### config.mk
export PLATFORM = sky130hd
export DESIGN_NAME = word_packer
export DESIGN_NICKNAME = d
export VERILOG_FILES = /design/src/rtl/cn_stream_pkg.sv /design/src/rtl/word_packer.sv
export SDC_FILE = /design/constraint.sdc
export NUM_CORES = 1
export LEC_CHECK = 0
export CAP_MARGIN = 20
export CORE_MARGIN = 3
export CORE_UTILIZATION = 56
export DETAILED_ROUTE_END_ITERATION = 12
export PLACE_DENSITY = 0.86
export SYNTH_ARGS = -nofsm -noshare
export SYNTH_HDL_FRONTEND = slang
export SYNTH_SLANG_ARGS = --single-unit
### constraint.sdc
create_clock -name clk -period 3.86 [get_ports clk]
set_clock_uncertainty 0.1 [all_clocks]
set_input_delay 0.772 -clock clk [delete_from_list [all_inputs] [get_ports clk]]
set_output_delay 0.772 -clock clk [all_outputs]
set_load 0.005 [all_outputs]
### src/rtl/cn_stream_pkg.sv
// Shared definitions for the host-to-core job stream stages.
// The keep-mask helper covers byte-lane masks up to KEEP_MAX_W lanes wide.
package cn_stream_pkg;

  localparam int BYTE_W     = 8;
  localparam int KEEP_MAX_W = 128;

  // Low nwords*in_w/8 bits set, clamped to the out_w/8 lanes of a block.
  function automatic logic [KEEP_MAX_W-1:0] keep_mask(input int nwords,
                                                      input int in_w,
                                                      input int out_w);
    logic [KEEP_MAX_W-1:0] mask;
    int                    nbytes;
    nbytes = nwords * (in_w / BYTE_W);
    if (nbytes > out_w / BYTE_W) begin
      nbytes = out_w / BYTE_W;
    end else begin
      nbytes = nbytes;
    end
    mask = '0;
    for (int i = 0; i < KEEP_MAX_W; i++) begin
      mask[i] = (i < nbytes) ? 1'b1 : 1'b0;
    end
    return mask;
  endfunction

endpackage

### src/rtl/word_packer.sv
// Packs IN_W-bit stream words into OUT_W-bit blocks, first word in lane 0.
// Emits a byte-keep mask and a last flag; does no byte reordering.
module word_packer
  import cn_stream_pkg::*;
#(
  parameter int IN_W  = 32,
  parameter int OUT_W = 128
) (
  input  logic               clk,
  input  logic               rst_n,
  input  logic [IN_W-1:0]    s_data,
  input  logic               s_valid,
  input  logic               s_last,
  output logic               s_ready,
  output logic [OUT_W-1:0]   m_data,
  output logic [OUT_W/8-1:0] m_keep,
  output logic               m_valid,
  output logic               m_last,
  input  logic               m_ready
);

  localparam int N      = OUT_W / IN_W;
  localparam int CNT_W  = (N > 1) ? $clog2(N) : 1;
  localparam int KEEP_W = OUT_W / BYTE_W;
  localparam logic [CNT_W-1:0] LAST_CNT = CNT_W'(N - 1);

  if ((OUT_W % IN_W) != 0 || (IN_W % BYTE_W) != 0 || KEEP_W > KEEP_MAX_W) begin : g_bad_width
    $error("word_packer: OUT_W must be a multiple of IN_W, IN_W a multiple of 8");
  end

  logic [CNT_W-1:0]  cnt_r;
  logic [CNT_W-1:0]  cnt_nxt_s;
  logic [OUT_W-1:0]  acc_r;
  logic [OUT_W-1:0]  acc_nxt_s;
  logic [OUT_W-1:0]  merged_s;
  logic [OUT_W-1:0]  m_data_r;
  logic [KEEP_W-1:0] m_keep_r;
  logic              m_valid_r;
  logic              m_last_r;
  logic              accept_s;
  logic              complete_s;

  assign s_ready    = rst_n && (!m_valid_r || m_ready);
  assign accept_s   = s_valid && s_ready;
  assign complete_s = accept_s && ((cnt_r == LAST_CNT) || s_last);

  assign m_data  = m_data_r;
  assign m_keep  = m_keep_r;
  assign m_valid = m_valid_r;
  assign m_last  = m_last_r;

  // Accumulator lanes below cnt, the incoming word at cnt, zero above.
  always_comb begin
    merged_s = '0;
    for (int k = 0; k < N; k++) begin
      if (k < int'(cnt_r)) begin
        merged_s[k*IN_W +: IN_W] = acc_r[k*IN_W +: IN_W];
      end else if (k == int'(cnt_r)) begin
        merged_s[k*IN_W +: IN_W] = s_data;
      end else begin
        merged_s[k*IN_W +: IN_W] = '0;
      end
    end
  end

  // Next word counter and accumulator contents.
  always_comb begin
    cnt_nxt_s = cnt_r;
    acc_nxt_s = acc_r;
    if (complete_s) begin
      cnt_nxt_s = '0;
      acc_nxt_s = '0;
    end else if (accept_s) begin
      cnt_nxt_s = cnt_r + CNT_W'(1);
      acc_nxt_s = merged_s;
    end else begin
      cnt_nxt_s = cnt_r;
      acc_nxt_s = acc_r;
    end
  end

  // State and output registers; a completion overrides the drain of the previous block.
  always_ff @(posedge clk) begin
    if (!rst_n) begin
      cnt_r     <= '0;
      acc_r     <= '0;
      m_data_r  <= '0;
      m_keep_r  <= '0;
      m_valid_r <= 1'b0;
      m_last_r  <= 1'b0;
    end else begin
      cnt_r <= cnt_nxt_s;
      acc_r <= acc_nxt_s;
      if (complete_s) begin
        m_data_r  <= merged_s;
        m_keep_r  <= KEEP_W'(keep_mask(int'(cnt_r) + 1, IN_W, OUT_W));
        m_last_r  <= s_last;
        m_valid_r <= 1'b1;
      end else if (m_valid_r && m_ready) begin
        m_valid_r <= 1'b0;
      end else begin
        m_valid_r <= m_valid_r;
      end
    end
  end

endmodule

==> results.sh <==
export IMPL_cts_htree_levels=1
export IMPL_synth_cell_types=31
export IMPL_grt_pass1_wl_mm=45.30
export IMPL_p_seq_share_pct=47.4
export IMPL_drtIter0Drc=996
export IMPL_hpwl_mm=17.87
export IMPL_pwr_share_clk_pct=42.2
export IMPL_syn_inst=925
export IMPL_swShare_pct=24.49
export IMPL_synth_top_area_share_pct=49.89
export IMPL_post_place_cells=1218
export IMPL_yosysTopAreaCell="dfxtp_1"
export IMPL_tns_ps=0
export IMPL_layout_drive_gt1_share_pct=7.095
export IMPL_place_area_mm2=0.01105
export IMPL_hold_buffers=0
export IMPL_overflow=0
export IMPL_dr_pass1_iters=7
export IMPL_hold_viol=0
export IMPL_status="completed"
export IMPL_grt_use_total_pct=31.29
export IMPL_cts_resized=0
export IMPL_netlist_top_cells_count="dfxtp_1 (232), a21oi_1 (132), a211oi_1 (107), buf_2 (64), o2bb2ai_1 (55)"
export IMPL_totalPowerFinal_mw=5.337
export IMPL_ys_seq_area_share_pct=49.89
export IMPL_cap_violations=0
export IMPL_numCtsBuffers=23
export IMPL_clockBufferDepth=3
export IMPL_io_pins=184
export IMPL_antenna_found_initial=1
export IMPL_rsz0062_at_grt="false"
export IMPL_final_util_pct=73.70
export IMPL_cts_clk_slew_worst_paths_ps=60
export IMPL_power_leakage_nw=4.196
export IMPL_finalCriticalPeriod_ps=3019
export IMPL_core_area_mm2=0.01606
export IMPL_synthFlopType="dfxtp_1"
export IMPL_multi_input_area_mm2=0.004068
export IMPL_min_path_type="register to register"
export IMPL_stdcell_area_mm2=0.01184
export IMPL_post_cts_buffers=0
export IMPL_synth_edf_count=0
export IMPL_regArea_mm2=0.004644
export IMPL_cts_tree="done"
export IMPL_grt_max_degree=67
export IMPL_cts_sinks=232
export IMPL_worst_setup_path_end_kind="output port"
export IMPL_startpoint_type="primary input"
export IMPL_netlist_top_cells_area="dfxtp_1 (50%), a211oi_1 (8.6%), a21oi_1 (7.1%), o2bb2ai_1 (5.2%), buf_2 (3.4%)"
export IMPL_combPwrFrac_pct=10.4
export IMPL_setup_violations=0
export IMPL_critPathRequiredTime_ps=2990
export IMPL_peakVddDrop_uv=378.3
export IMPL_vias=8493
export IMPL_wl_mm=29.75
export IMPL_syn_mean_instance_area_um2=10.07
export IMPL_cts_root_buf="clkbuf_16"
export IMPL_clk_latency_ps=510
export IMPL_ys_ff_latch=232
export IMPL_antenna_left=0
export IMPL_max_slew_margin_rel_pct=29.66
export IMPL_ys_warn_count=0
export IMPL_path_class="primary input to output port"
export IMPL_place_congestion=0.8309
export IMPL_fin_ws_ps=840.6
export IMPL_crit_fanout=4
export IMPL_area_growth_pct=27.12
export IMPL_p_sw_mw=1.307
export IMPL_final_nets=1072
export IMPL_die_area_mm2=0.01821
export IMPL_die_y_um=134.9
export IMPL_start_util_pct=57.98
export IMPL_die_width_um=134.9
export IMPL_yosysMostFrequentCell="dfxtp_1"
export IMPL_grt_pass1_vias=7934
export IMPL_pwr_density_cell_mw_per_mm2=451.0
export IMPL_fp_row_count=46
export IMPL_remaining_drc_errors=0
export IMPL_wire_per_inst_um=23.61
export IMPL_final_cell_count_no_fill=1260
export IMPL_final_max_slew_viol_count=0
export IMPL_via_per_inst=6.740
export IMPL_hold_ws_ps=362.9
export IMPL_io_buffers=183
export IMPL_fin_crit_sh_pct=78.22
export IMPL_syn_nets=969
export IMPL_worst_pin_slew_ps=1055
export IMPL_critPathArrivalTime_ps=2150
export IMPL_power_internal_mw=4.030
export IMPL_place_ws_ps=853.5
export IMPL_synthArstFlopShare_pct=0
export IMPL_max_freq_ghz=0.3312
export IMPL_syn_area_mm2=0.009310
export IMPL_fillCellCount=1115
[cell usage in the layout (no fill, tap or decap), types with 2 or more instances in the layout]
master	n
mux2i_1	32
dfxtp_1	232
and3b_1	32
a22oi_1	32
clkdlybuf4s50_1	183
o2bb2ai_1	55
nand4_1	33
clkinv_2	4
clkbuf_1	3
buf_4	21
o31ai_1	33
clkbuf_8	5
ha_2	2
a22o_1	33
a21oi_1	132
a31oi_1	43
nor2_1	3
inv_1	4
buf_12	3
ha_1	5
clkinvlp_4	3
clkbuf_16	23
a211oi_1	107
nand3_1	2
o21ai_0	2
bufinv_16	2
[state kept, by name, summed over array words and instances (netlist names)]
name / cells
m_last: 1
m_data: 128
m_keep: 4
acc_r: 96
cnt_r: 2
m_valid: 1
[power groups by stage]
stage               logic [mW]  clock network, mW  registers, mW
global placement         0.524                  0           2.58
detailed placement       0.536                  0           2.58
global route             0.589               2.37           2.54
floorplan                0.299                  0           2.57
finish                   0.555               2.25           2.53
CTS                      0.541               2.26           2.53
[worst max-delay path, cell delays in order]
cell and delay, ps:
clkdlybuf4s50_1 580, inv_1 100, nor2_1 170, clkdlybuf4s50_1 530
[final timing paths]
path	end	depth (start not counted)	startpoint	slack [ps]
max reg2reg	m_data[25]	6	cnt_r[1]	1400
max	s_ready	4	rst_n	840
min	m_data[4]	1	m_data[4]	360
min reg2reg	m_data[4]	1	m_data[4]	360
[metal layers]
metal	vias to the layer above	global-route usage, %	share of wire (%)
li1	3786	-	-
met1	4146	41.44	40
met2	468	49.25	46
met3	91	8.718	9.9
met4	2	11.53	4.0
met5	-	0	0.040
[logic make-up after synthesis]
group	share of synthesized area, %
and+or+nand+nor	6.101
DFF	49.89
buffers and inverters	6.988
AOI/OAI and AO/OA	32.64
muxes	3.440
adders and majority gates	0.9407
[cell type report]
| type | count | share of cell area (%) |
|---|---|---|
| Multi-Input combinational cell | 559 | 34.37 |
| Inverter | 4 | 0.1269 |
| Tap cell | 216 | 2.284 |
| Timing Repair Buffer | 208 | 17.55 |
| Clock buffer | 31 | 5.540 |
| Sequential cell | 232 | 39.24 |
| Clock inverter | 9 | 0.8669 |
| Antenna cell | 1 | 0.02114 |
(Power assumes the default switching activity.)
